**src/rtl/ballot_collector_pkg.sv**
```systemverilog
// Shared types, sizes and helpers for the ballot collector.
package ballot_collector_pkg;

    localparam int NUM_VOTERS = 5;
    localparam int CHOICE_W   = 3;
    localparam int ID_W       = 3;

    typedef enum logic [1:0] {
        IDLE    = 2'd0,
        COLLECT = 2'd1,
        DONE    = 2'd2
    } state_e;

    // True when exactly one bit of the choice is set.
    function automatic logic is_onehot(input logic [CHOICE_W-1:0] v);
        return (v != '0) && ((v & (v - CHOICE_W'(1))) == '0);
    endfunction

endpackage

```
**src/rtl/ballot_timer.sv**
```systemverilog
// Clearable round timer; tc_o flags the last permitted collection cycle.
module ballot_timer #(
    parameter int TIMEOUT = 1000,
    parameter int TW      = 10
) (
    input  logic clk_i,
    input  logic rst_n_i,
    input  logic clr_i,
    input  logic en_i,
    output logic tc_o
);

    logic [TW-1:0] count_q;
    logic [TW-1:0] count_d;

    always_comb begin
        count_d = count_q;
        if (clr_i) begin
            count_d = '0;
        end else if (en_i) begin
            count_d = count_q + TW'(1);
        end
    end

    always_ff @(posedge clk_i or negedge rst_n_i) begin
        if (!rst_n_i) begin
            count_q <= '0;
        end else begin
            count_q <= count_d;
        end
    end

    assign tc_o = (count_q == TW'(TIMEOUT - 1));

endmodule

```
**src/rtl/ballot_collector.sv**
```systemverilog
// Collects one ballot per voter per round and hands the latched set downstream.
//   state   | meaning
//   IDLE    | waiting for start; ballots from the last round held
//   COLLECT | accepting ballots until all five voted or the timer expires
//   DONE    | one cycle announcing the ballots are final
module ballot_collector
    import ballot_collector_pkg::*;
#(
    parameter int TIMEOUT = 1000,
    parameter int TW      = 10
) (
    input  logic                clk_i,
    input  logic                rst_n_i,
    input  logic                start_i,
    input  logic                vote_valid_i,
    input  logic [ID_W-1:0]     voter_id_i,
    input  logic [CHOICE_W-1:0] vote_i,
    output logic                accept_o,
    output logic                reject_o,
    output logic [CHOICE_W-1:0] in_1_o,
    output logic [CHOICE_W-1:0] in_2_o,
    output logic [CHOICE_W-1:0] in_3_o,
    output logic [CHOICE_W-1:0] in_4_o,
    output logic [CHOICE_W-1:0] in_5_o,
    output logic [NUM_VOTERS-1:0] voted_o,
    output logic                busy_o,
    output logic                ballots_valid_o
);

    state_e state_q;
    state_e state_d;

    logic [NUM_VOTERS-1:0][CHOICE_W-1:0] in_q;
    logic [NUM_VOTERS-1:0][CHOICE_W-1:0] in_d;
    logic [NUM_VOTERS-1:0]               voted_q;
    logic [NUM_VOTERS-1:0]               voted_d;

    logic accept_q;
    logic accept_d;
    logic reject_q;
    logic reject_d;
    logic busy_q;
    logic valid_q;

    logic timer_clr;
    logic timer_en;
    logic timer_tc;
    logic hit;

    ballot_timer #(
        .TIMEOUT (TIMEOUT),
        .TW      (TW)
    ) u_timer (
        .clk_i   (clk_i),
        .rst_n_i (rst_n_i),
        .clr_i   (timer_clr),
        .en_i    (timer_en),
        .tc_o    (timer_tc)
    );

    always_comb begin
        state_d   = state_q;
        in_d      = in_q;
        voted_d   = voted_q;
        accept_d  = 1'b0;
        reject_d  = 1'b0;
        timer_clr = 1'b0;
        timer_en  = 1'b0;
        hit       = 1'b0;

        case (state_q)
            IDLE: begin
                if (start_i) begin
                    in_d      = '0;
                    voted_d   = '0;
                    timer_clr = 1'b1;
                    state_d   = COLLECT;
                end
            end
            COLLECT: begin
                timer_en = 1'b1;
                // Out-of-range ids never match a slot and fall through to reject.
                for (int k = 0; k < NUM_VOTERS; k++) begin
                    if (vote_valid_i && (voter_id_i == ID_W'(k + 1)) &&
                        is_onehot(vote_i) && !voted_q[k]) begin
                        in_d[k]    = vote_i;
                        voted_d[k] = 1'b1;
                        hit        = 1'b1;
                    end
                end
                accept_d = vote_valid_i && hit;
                reject_d = vote_valid_i && !hit;
                if ((voted_d == '1) || timer_tc) begin
                    state_d = DONE;
                end
            end
            DONE: begin
                state_d = IDLE;
            end
            default: begin
                state_d = IDLE;
            end
        endcase
    end

    always_ff @(posedge clk_i or negedge rst_n_i) begin
        if (!rst_n_i) begin
            state_q  <= IDLE;
            in_q     <= '0;
            voted_q  <= '0;
            accept_q <= 1'b0;
            reject_q <= 1'b0;
            busy_q   <= 1'b0;
            valid_q  <= 1'b0;
        end else begin
            state_q  <= state_d;
            in_q     <= in_d;
            voted_q  <= voted_d;
            accept_q <= accept_d;
            reject_q <= reject_d;
            busy_q   <= (state_d == COLLECT);
            valid_q  <= (state_d == DONE);
        end
    end

    assign accept_o        = accept_q;
    assign reject_o        = reject_q;
    assign in_1_o          = in_q[0];
    assign in_2_o          = in_q[1];
    assign in_3_o          = in_q[2];
    assign in_4_o          = in_q[3];
    assign in_5_o          = in_q[4];
    assign voted_o         = voted_q;
    assign busy_o          = busy_q;
    assign ballots_valid_o = valid_q;

endmodule

```
**config.mk**
```make
export PLATFORM = sky130hd
export DESIGN_NAME = ballot_collector
export DESIGN_NICKNAME = d
export VERILOG_FILES = /design/src/rtl/ballot_collector_pkg.sv /design/src/rtl/ballot_timer.sv /design/src/rtl/ballot_collector.sv
export SDC_FILE = /design/constraint.sdc
export NUM_CORES = 1
export LEC_CHECK = 0
export ABC_AREA = 0
export BUFFER_PORTS_ARGS = -buffer_cell sky130_fd_sc_hd__buf_2
export CAP_MARGIN = 20
export CORE_UTILIZATION = 35
export CTS_BUF_LIST = sky130_fd_sc_hd__clkbuf_2 sky130_fd_sc_hd__clkbuf_4 sky130_fd_sc_hd__clkbuf_8
export CTS_CLUSTER_DIAMETER = 120
export DETAILED_ROUTE_END_ITERATION = 7
export PLACE_DENSITY = 0.54
export SLEW_MARGIN = 30
export SYNTH_ARGS = -nofsm -noshare
export SYNTH_HDL_FRONTEND = slang
export SYNTH_SLANG_ARGS = --single-unit
```
**constraint.sdc**
```tcl
create_clock -name clk_i -period 2.3 [get_ports clk_i]
set_input_delay 0.345 -clock clk_i [delete_from_list [all_inputs] [get_ports clk_i]]
set_output_delay 0.345 -clock clk_i [all_outputs]
set_load 0.02 [all_outputs]
```
==> results of run 1 <==
[cell usage after synthesis (3+ instances only)]
library cell and instances:
sky130_fd_sc_hd__nor3_1 7, sky130_fd_sc_hd__mux2i_1 3, sky130_fd_sc_hd__inv_1 3, sky130_fd_sc_hd__nand3_1 4, sky130_fd_sc_hd__dfrtp_1 36, sky130_fd_sc_hd__nor2b_1 4, sky130_fd_sc_hd__mux2_2 7, sky130_fd_sc_hd__nor4_1 3
sky130_fd_sc_hd__a21oi_1 5, sky130_fd_sc_hd__nand2_1 24, sky130_fd_sc_hd__o21a_1 6, sky130_fd_sc_hd__a22o_1 6, sky130_fd_sc_hd__nor2_1 6, sky130_fd_sc_hd__o21ai_0 12
[cell families (layout without fill, tap and decap cells)]
group           after synthesis  in the layout  synth area share, %
simple gates                 62             62                 17.7
flops                        36             36                 50.3
compound gates               48             48                 21.7
fa+ha+maj                     1              1                0.699
xor+xnor                      1              1                0.909
buf+inv                       8             45                 2.59
mux                          10             10                 6.08
[metal layers]
metal	up-vias	GRT usage, %
met2	32	30.7
met5	-	0
met3	2	4.25
li1	694	-
met4	0	5.13
met1	708	21.0
[sequential cells by signal, summed over array words and instances (netlist names)]
signal	cells
accept_o	1
ballots_valid_o	1
busy_o	1
in_1_o	3
in_2_o	3
in_3_o	3
in_4_o	3
in_5_o	3
reject_o	1
state_q	2
u_timer.count_q	10
voted_o	5
[power by group through the flow]
| stage | registers (mW) | clock network (mW) | logic [mW] |
|---|---|---|---|
| floorplan | 1.31 | 0 | 0.559 |
| global placement | 1.13 | 0 | 1.08 |
| detailed placement | 1.15 | 0 | 1.10 |
| CTS | 1.14 | 0.784 | 1.10 |
| global route | 1.18 | 0.812 | 1.22 |
| finish | 1.14 | 0.767 | 1.09 |
[layout by cell type (no fill, tap or decap), types with 4 or more instances in the layout]
master and n:
sky130_fd_sc_hd__dfrtp_1 36, sky130_fd_sc_hd__buf_2 33, sky130_fd_sc_hd__nand2_1 24, sky130_fd_sc_hd__o21ai_0 12
sky130_fd_sc_hd__nor3_1 7, sky130_fd_sc_hd__mux2_2 7, sky130_fd_sc_hd__nor2_1 6, sky130_fd_sc_hd__o21a_1 6
sky130_fd_sc_hd__a22o_1 6, sky130_fd_sc_hd__a21oi_1 5, sky130_fd_sc_hd__clkbuf_8 5, sky130_fd_sc_hd__nor2b_1 4
sky130_fd_sc_hd__nand3_1 4
[worst max-delay path by stage]
| stage | start | slack, ns | depth (start not counted) | to |
|---|---|---|---|---|
| 6_report | state_q[1] | 0.57 | 4 | in_2_o[0] |
| 5_1_grt | state_q[1] | 0.42 | 3 | in_3_o[1] |
| 4_1_cts | state_q[1] | 0.56 | 5 | in_1_o[2] |
| 3_5_place_dp | vote_i[1] | 0.45 | 5 | in_2_o[0] |
| 3_3_place_gp | vote_i[1] | 0.50 | 5 | in_2_o[2] |
| 2_1_floorplan | voter_id_i[2] | 0.71 | 5 | in_2_o[0] |
[per-stage QoR]
stage / instance area, um^2 / instances
final: 2170 / 270
after detailed placement: 2010 / 262
after CTS: 2170 / 270
after global routing: 2170 / 270
after global placement: 2010 / 262
after floorplan: 1790 / 166
[worst max-delay path, stage by stage (launching register included)]
cell and delay (ns):
sky130_fd_sc_hd__dfrtp_1 0.42, sky130_fd_sc_hd__nand2b_1 0.17, sky130_fd_sc_hd__or2_2 0.47, sky130_fd_sc_hd__o31ai_2 0.17, sky130_fd_sc_hd__mux2_2 0.38
[area by class of cell]
class                      instances  share of cell area [%]
clock inverter                     3                    4.15
sequential                        36                    41.5
tap                               67                    3.86
clock buffer                       5                    3.17
inverter                           3                   0.519
timing repair buffer              34                    7.95
multi-input combinational        122                    38.8
==> summary.md, run 1 <==
At the pin with the least slew margin, the transition time is 0.793 ns. For the total detailed-routing wirelength, the log shows 4.25 mm. The worst-case clock skew came out at 0.00447 ns. The post-CTS clock slew at the launch and capture registers of the worst setup and hold paths is 0.07 ns. Detailed placement finished with a half-perimeter wire length of 3.08 mm. The filler cell count came out at 470. The logs give 34 for the number of I/O pins and 37.9% for the sequential power share. Topmost layer with routed signal wires: met4. The logs give 0 for the number of hold buffers added after cts and 0 for the global route total overflow.

The number of setup buffers added after CTS is 0. The logs give 2 for the maximum buffer depth of the clock tree and 1.13 mW for the net switching power figure. The internal power of the cells totals 1.87 mW.

The worst register-to-register path has a setup slack of 0.57 ns. Ranked by total cell area, the synthesized netlist is headed by sky130_fd_sc_hd__dfrtp_1, sky130_fd_sc_hd__nand2_1, sky130_fd_sc_hd__mux2_2. Summed over all nets, wire length on met3 after detailed routing comes to 164 um. Of all flip-flops after synthesis, the portion carrying an async set or reset was 100%.

For the via count of the first global-routing pass, the log shows 1455. CTS placed an instance of sky130_fd_sc_hd__clkbuf_8 at the clock tree root. The net count after synthesis was 177; the clock power share was 25.6%. Total clock sinks: 36. The run gives 36.5% as the share of total power in combinational logic. In this run the power density over the cells is 1380 nW/um^2.

The detailed route wirelength on metal2 came out at 2.16 mm. The per-cell via count in the routed design was 5.32; the switching share of power was 37.7%. Measured along the x axis, the die boundary spans 73.5 um. The dominant cell type by area after synthesis was sky130_fd_sc_hd__dfrtp_1.

Summed negative setup slack over all endpoints: 0 ns. Count of cells along the worst register-to-register path: 4. The tools report the total clock buffers created by CTS as 5. The final route contains 1436 vias.

Maximum fanout along the worst path: 18. For the worst-skew pair, the clock arrives at the later sink with an insertion delay of 0.28 ns. The number of synthesized register bits came out at 36. The worst min-delay path class was input port to asynchronous set/reset pin. After detailed routing, the number of remaining DRC violations is 0. The tools report the data arrival time at the worst-slack endpoint as 1.89 ns. The die covers 5410 um^2. The quantity of I/O buffers inserted on ports works out to 33. The number of library cell types mapped by synthesis came out at 45.

In this run the mean area of a mapped cell was 10.8 um^2. The starting density of the core came out at 37.2%. The first global-routing pass estimated 6.97 mm of wire. For the area used by multi-input combinational logic, the log shows 843 um^2.

The final number of hold-violating endpoints was 0; the layout overhead on the synthesized area was 21.2%. The setup slack at placement was 0.446 ns. After layout, the worst setup slack is 0.575 ns. The clock tree synthesis step divided the H-tree into 2 levels.

The clock period could shrink to 1.73 ns. After clock tree synthesis, the repair step resized 0 gates. The floorplan step defined a core boundary enclosing 4820 um^2. The first TritonRoute pass finished after 6 iterations.

The number of pins exceeding their max-slew limit in the final report came out at 0. The highest achievable clock rate came out at 0.580 GHz. The flow ran to the end, and the final reports show no timing, DRC or antenna violations.

The critical path is of the flip-flop to flip-flop type. TritonCTS built the clock tree. STA puts the critical path data required time at 2.47 ns. Sequential cells were found to cover 50.3% of the synthesized design area. The run gives 1790 um^2 as the total standard cell area after synthesis. STA classifies the critical path startpoint as a flip-flop.

The total inserted antenna cells is 0. The logs give 213 for the number of nets in the finished design and 0 for the remaining antenna violation count after routing. Setup repair after global routing left no endpoint under its margin. The portion of the clock cycle consumed by the worst path in the final layout works out to 75.0%.

Cells with a size suffix above 1 make up 30.5% of the layout. The top cell type's share of synthesized area came out at 50.3%. The run gives 0 as the reported max-cap violation count.

The type of element capturing the critical path is a flip-flop. For the worst slew slack as a fraction of its limit, the log shows 47.1%. Terminus of the critical flop-to-flop path: in_2_o[0]. The count of flip-flops with a built-in enable after synthesis is 0. Setup violations remaining at the end of the flow were counted as 0. For this run, the leading register cell type out of synthesis is sky130_fd_sc_hd__dfrtp_1. IR analysis of the VDD net gives a maximum drop of 0.579 mV. The congestion estimate from routability-driven global placement came to 0.833.

The leakage power is 0.949 nW. The die is 73.5 um tall. Yosys printed 0 warnings.

The maximum number of pins on one net before global-route repair was 37; the post-route worst hold slack was 0.142 ns. The worst register-to-register path begins at state_q[1]. The final cell utilization of the core came out at 45.1%. In the final routed layout, each cell accounts on average for 15.8 um.

The power after layout was 2.99 mW. In the final routing, the length of wire on met1 measures 1.90 mm. After floorplanning, the core was divided into 25 placement rows.

Number of standard cells after synthesis: 166. The tools report the total track usage as 17.4%. The initial antenna violation count was 0; the register area was 901 um^2. After the first detailed-routing iteration, the DRC count stood at 75.
Note: power is estimated with default switching activity, not from simulation.
==> run 2: changes to the inputs <==
==> constraint.sdc (replaced) <==
create_clock -name clk_i -period 1.7 [get_ports clk_i]
set_input_delay 0.255 -clock clk_i [delete_from_list [all_inputs] [get_ports clk_i]]
set_output_delay 0.255 -clock clk_i [all_outputs]
set_load 0.02 [all_outputs]
==> run 2 against run 1 <==
The run now ends with negative hold slack left. Setup slack worse by 0.50 ns. Sequential power up 34%. Largest power group unchanged. Wire length down 1.9%. Via count up 4.3%. Flip-flop and latch count unchanged. Total power up 23%. Core utilization up 0.55 points. Global-route usage down 0.074 points.
==> summary.md, run 2 (same netlist as run 1, synthesis figures left out) <==
The run finished, with violations left. The final reports fail on negative hold slack. The logs give 4820 um^2 for the area of the placeable core and 84 for the number of DRC markers after the initial detailed-route iteration. The instance area after placement was 2110 um^2; the final cell utilization of the core was 45.6%. For the worst setup path, the data required time is 1.89 ns. The number of hold buffers added after cts is 0. Total clock buffers created by CTS: 5. The initial antenna violation count is 0, and the total number of vias is 1498. The quantity of I/O buffers inserted on ports is 33. The worst min-delay path class is input port to asynchronous set/reset pin.

Across all setup checks in the final design, the least slack found is 0.0746 ns. For met2 alone, demand over resource in global routing was 28.6%. TritonCTS built the clock tree.

The logs give 4 for the detailed-router iteration count before antenna repair and 25 for the number of placement rows. With fillers left out, the area of the finished cells amounts to 2200 um^2. After legalization and detailed placement, the total HPWL measured 3.09 mm. For the post-route worst hold slack, the log shows -0.0109 ns. Clock-pin slew was measured on the worst setup and hold paths at 0.08 ns.

The register area is 901 um^2, and the maximum buffer depth of the clock tree is 2. Setup repair after global routing left no endpoint under its margin. In this run the post-CTS setup repair buffer count came out at 0.

Dividing the final minimum period by the clock period gives 95.6%. The signal on the critical path passes through nand2b_1 > or2_2 > o31ai_2 > mux2_2. The logs give 3.57% for the met3 usage in global routing and 4.18 mm for the total detailed-routing wirelength. For this run, the post-layout net count is 226.

For the pin with the worst max-slew slack, the measured transition is 0.456 ns. Highest-utilization routing layer at the global route stage: met2. The tools report the area used by multi-input combinational logic as 843 um^2. The clock period minus worst slack is 1.63 ns, and the chip height is 73.5 um.

The die outline width works out to 73.5 um. Counting flops per register, the top entry is u_timer.count_q. Summing internal, switching and leakage power gives 3.67 mW.

The routed wire length per instance was 14.8 um; the floorplan die area was 5410 um^2. The via count of the first global-routing pass is 1460, and the power density over the cells is 1670 nW/um^2. Leaving out filler cells and counting taps, the final layout contains 283. The later-pin clock latency in the skew report came out at 0.30 ns. Setup violations remaining at the end of the flow were counted as 0. For the H-tree depth, the log shows 2. Static timing analysis puts the maximum clock frequency at 0.615 GHz. The reported max-cap violation count was 0; the number of pins exceeding their max-slew limit in the final report was 0. OpenSTA, run right after detailed placement, puts the worst setup slack at -0.0526 ns. The worst slew slack as a fraction of its limit came out at 69.6%.

Summed over all cells, the static leakage comes to 0.981 nW. The peak ir drop on the vdd network was 0.622 mV; the per-cell via count in the routed design was 5.29. The initial utilization of the core area, before any placement, comes to 37.2%. Broken down by cell family, the worst path's largest delay share belongs to simple AND/OR/NAND/NOR gates. The filler cell count came out at 477.

Post-CTS repair changed the size of 0 cells. Entering global routing, the biggest net connects 37 pins. Cells with a size suffix above 1 make up 34.7% of the layout. Along the worst path, the maximum fanout reaches 9.

34 I/O pins were placed. The cell with the largest stage delay on the worst path is sky130_fd_sc_hd__dfrtp_1. The congestion estimate from routability-driven global placement came to 0.865. The first global-routing pass estimated 6.98 mm of wire. The setup path with the least slack is of type flip-flop to flip-flop.

Summed over all layers, the global routing overflow is 0. The data arrival time at the worst-slack endpoint is 1.81 ns, and the met1 track utilization from global routing is 22.2%. The final number of hold-violating endpoints is 29, and the worst-case clock skew is 0.0120 ns. 0 antenna diodes ended up in the layout. Together, buffers and inverters on the worst path number 0. Flip-flop count of the largest register, all copies and words added: 10. Leaving out fill and tap cells, the most frequent cell in the layout is sky130_fd_sc_hd__dfrtp_1. STA classifies the critical path startpoint as a flip-flop.

The logs give 0 for the number of remaining DRC errors and 0 for the remaining antenna violation count after routing. The total clock sinks came out at 36. The cell at the root of the clock tree was sky130_fd_sc_hd__clkbuf_8. After detailed placement, the design holds a cell count of 275. The tools report the type of element capturing the critical path as a flip-flop. The maximum single-stage delay on the critical path was 0.41 ns.

Setup slack on the worst reg-to-reg path comes out at 0.07 ns. The top cell types in the final layout, fill and taps aside, are sky130_fd_sc_hd__dfrtp_1, sky130_fd_sc_hd__buf_2, sky130_fd_sc_hd__nand2_1. The area growth from synthesis to layout is 22.7%. In the final timing run, aggregate negative setup slack is 0 ns. For this run, the total global-route usage over all layers was measured as 17.4%.
[run 2: cell type report]
| cell class | count | area share, % |
|---|---|---|
| Clock buffer | 5 | 3.13 |
| Tap cell | 67 | 3.82 |
| Timing Repair Buffer | 47 | 12.3 |
| Clock inverter | 3 | 0.854 |
| Inverter | 3 | 0.513 |
| Multi-Input combinational cell | 122 | 38.4 |
| Sequential cell | 36 | 41.0 |
[run 2: worst register-to-register path: cells and delay by family, from the launching register on]
family | cells | cell delay (ns)
mux | 1 | 0.38
simple gates | 2 | 0.58
flops | 1 | 0.41
compound gates | 1 | 0.15
[run 2: worst paths after layout]
path                              start                 end  cells after the start
max                          state_q[1]           in_2_o[1]                      4
min                             rst_n_i           in_3_o[1]                      2
max reg2reg                  state_q[1]           in_2_o[1]                      4
min reg2reg                   in_3_o[0]           in_3_o[0]                      1
max in group asynchronous       rst_n_i  u_timer.count_q[3]                      2
min in group clk_i         vote_valid_i            reject_o                      3
[run 2: where the power goes]
part           internal (mW)  switching [mW]  total (mW)
combinational          0.630           0.897        1.53
clock                  0.286           0.329       0.615
sequential              1.20           0.325        1.53
total                   2.12            1.55        3.67
[run 2: per-layer routing]
layer	share of wire (%)	up-vias
met1	48	731
met4	1.7	0
li1	-	712
met3	4.2	10
met5	0	-
met2	46	45
==> run 3: changes to the inputs <==
--- a/config.mk
+++ b/config.mk
@@ -5,7 +5,7 @@
 export SDC_FILE = /design/constraint.sdc
 export NUM_CORES = 1
 export LEC_CHECK = 0
-export ABC_AREA = 0
+export ABC_AREA = 1
 export BUFFER_PORTS_ARGS = -buffer_cell sky130_fd_sc_hd__buf_2
 export CAP_MARGIN = 20
 export CORE_UTILIZATION = 35
==> run 3 against run 2 <==
Design area is 0.80% higher. Critical endpoint is now u_timer.count_q[9]. Setup slack improved by 0.13 ns. The run now ends clean. Flip-flop and latch count unchanged. First-iteration DRC count shrank 48%. Critical path type unchanged. Clock power increased by 22%. Largest power group is now combinational cells.
==> summary.md, run 3 <==
Max-cap violations in this run came to 0. The post-route worst hold slack was 0.244 ns. The clock reaches the later pin of the worst-skew pair after 0.29 ns.

Once detail routing completed, the nets flagged for antenna violations numbered 0. The highest achievable clock rate was 0.671 GHz. Number of placement rows: 25. For the total track usage, the log shows 15.7%.

After clock tree synthesis, the clock-pin slew on the worst setup and hold paths is 0.07 ns. The clock period minus worst slack works out to 1.49 ns. The total standard cell area after synthesis is 1810 um^2. Setup violations remaining at the end of the flow were counted as 0. The run gives 1.93 ns as the data required time of the critical path. The number of cells on the worst reg-to-reg path is 7. The clock arrives with 0.00224 ns of skew. The filler cells instantiated in the layout total 506. The worst setup path is captured at a flip-flop. The category of the critical setup timing path is flip-flop to flip-flop. The number of pins exceeding their max-slew limit in the final report was 0. The logs give 3.66 mW for the power after layout and 1.16 nW for the leakage power. The tools report the final cell utilization of the core as 45.7%.

The top cell types in the final layout, fill and taps aside, are sky130_fd_sc_hd__nand2_1, sky130_fd_sc_hd__inv_1, sky130_fd_sc_hd__dfrtp_1. For this run, the leading register cell type out of synthesis is sky130_fd_sc_hd__dfrtp_1. Across the VDD grid, the largest voltage drop is 0.899 mV.

The logs give 49.7% for the proportion of synthesized chip area in sequential cells and 0 for the post-CTS setup buffer count. The maximum fanout along the worst path is 8. The final route contains 1493 vias. Counting instances, the worst hold path has a depth of 3. TritonCTS created 5 clock buffers. The instance area after placement was 2090 um^2. Worst min-delay path class: input port to flip-flop. The logs give 0 for the global route total overflow and 0 for the initial antenna violation count.

The initial utilization of the core area, before any placement, comes to 37.4%. The transition time at the pin with the least slew margin works out to 0.486 ns. Buffers placed on the I/O ports in this run total 33. Wires add up to 3.74 mm. The worst setup path is launched from a flip-flop. A synthesized cell averages 8.43 um^2. The cell at the root of the clock tree was sky130_fd_sc_hd__clkbuf_8. The tools report the worst slew slack as a fraction of its limit as 67.5%. The synthesized design spends more area on one cell type than any other, namely sky130_fd_sc_hd__dfrtp_1. The die covers 5470 um^2.

In the final routed layout, each cell accounts on average for 11.5 um. TritonCTS built the clock tree. Counting instances in the post-synthesis netlist gives the leading cell types as sky130_fd_sc_hd__nand2_1, sky130_fd_sc_hd__dfrtp_1, sky130_fd_sc_hd__inv_1.

Via count of the first global-routing pass: 1381. In this run, post-CTS repair resized a total of 0 instances. The die is 73.9 um tall. Counting flops and latches in the post-synthesis netlist gives 36. The finished cells cover 2210 um^2. In this run the power density over the cells is 1650 nW/um^2.

The area of the placeable core was 4850 um^2. The dominant cell by count in the synthesized netlist is sky130_fd_sc_hd__nand2_1. The register with the most flip-flops in the layout has 10 of them. The flow ran to the end, and the final reports show no timing, DRC or antenna violations. Registers take 901 um^2. The fraction of layout instances using a drive strength above 1 was 28.2%; the maximum buffer depth of the clock tree was 2.

The repair_antennas step left the layout with diodes totalling 0. The per-cell via count in the routed design came out at 4.58. The number of library cell types mapped by synthesis is 27.

Entering global routing, the biggest net connects 23 pins. Setup total negative slack on the finished layout was measured at 0 ns. The die outline width works out to 73.9 um. The first global-routing pass estimated 6.34 mm of wire.

For this run, design rule violations remaining after detail routing come to 0. The logs give 2.91 mm for the HPWL after detailed placement and 2 for the H-tree depth. The count of flip-flops with a built-in enable after synthesis works out to 0. For this block, the initial DRC count from the detailed router was 44.

Data arrives at the worst endpoint at 1.72 ns. The layout overhead on the synthesized area was 22.2%. Counting every sink on the clock net gives 36. More flip-flops sit in one register than any other, and that register is u_timer.count_q. The cell count after synthesis came out at 215.

The portion of the clock cycle consumed by the worst path in the final layout was 87.7%. The top cell type's share of synthesized area came out at 49.7%. In the post-synthesis netlist, the biggest area contributors are sky130_fd_sc_hd__dfrtp_1, sky130_fd_sc_hd__nand2_1, sky130_fd_sc_hd__inv_1. The routability congestion estimate from global placement is 0.811, and the area used by multi-input combinational logic is 747 um^2.

The net count of the finished layout is 269. The number of I/O pins was 34. The run gives 0 as the final number of hold-violating endpoints. Setup repair after global routing left no endpoint under its margin. The run gives 4 as the detailed-router iteration count before antenna repair. The number of hold buffers added after cts is 1. The net count after synthesis came out at 226. For the synthesis warning total, the log shows 0. In the synthesized netlist the async set-or-reset flop fraction comes to 100%. Leaving out fill and tap cells, the most frequent cell in the layout is sky130_fd_sc_hd__nand2_1.
run 3: changes by cell type in the layout (fill, tap and decap cells not counted), sizes merged, moves of 6 or more:
cell   before  now
inv         3   41
nand2      24   45
nor2        6   23
o21ai      13   26
buf        47   37
nand3       4   13
mux2        7    0
a22o        7    1
o21a        6    0
run 3: path summary, 6_finish.rpt:
kind | startpoint | endpoint | slack, ns
max in group asynchronous | rst_n_i | u_timer.count_q[0] | 0.85
max | state_q[0] | u_timer.count_q[9] | 0.21
min reg2reg | in_2_o[0] | in_2_o[0] | 0.48
min | vote_valid_i | reject_o | 0.24
max reg2reg | state_q[0] | u_timer.count_q[9] | 0.21
min in group asynchronous | rst_n_i | u_timer.count_q[6] | 0.41
run 3: worst max-delay path, cell delays in order, from the launching register on:
cell,delay (ns)
sky130_fd_sc_hd__dfrtp_1,0.36
sky130_fd_sc_hd__inv_1,0.11
sky130_fd_sc_hd__nor2_4,0.08
sky130_fd_sc_hd__nor2_1,0.40
sky130_fd_sc_hd__inv_1,0.19
sky130_fd_sc_hd__o22ai_1,0.16
sky130_fd_sc_hd__o21ai_1,0.09
sky130_fd_sc_hd__inv_1,0.05
run 3: report_power, final:
group / total (mW) / internal (mW) / switching, mW
registers: 1.39 / 1.18 / 0.210
logic: 1.52 / 0.523 / 1.00
clock network: 0.748 / 0.451 / 0.297
total: 3.66 / 2.16 / 1.51
run 3: layout make-up:
type | instances | share of cell area [%]
clock inverters | 2 | 1.58
multi-input cells | 136 | 33.7
well taps | 67 | 3.79
repair buffers | 38 | 9.83
clock buffers | 6 | 3.45
inverters | 41 | 6.95
flip-flops and latches | 36 | 40.7
run 3: cell families after synthesis:
logic type,Yosys count,synth area share [%]
multiplexers,1,0.553
flip-flops,36,49.7
AO/OA/AOI/OAI,46,14.7
AND/OR/NAND/NOR,88,25.3
buffers and inverters,43,9.05
adder cells (fa/ha/maj),1,0.690
run 3: stage by stage:
| step | cells | setup WS [ns] |
|---|---|---|
| 2_1_floorplan | 215 | 0.408 |
| 3_3_place_gp | 317 | 0.277 |
| 3_5_place_dp | 317 | 0.287 |
| 4_1_cts | 326 | 0.256 |
| 5_1_grt | 326 | 0.122 |
| 6_report | 326 | 0.209 |
run 3: per-layer routing:
metal,routed length [um],vias to the layer above,GRT usage [%]
li1,-,774,-
met1,1810,683,19.8
met5,0,-,0
met4,68,0,7.05
met2,1720,29,25.5
met3,151,7,3.79
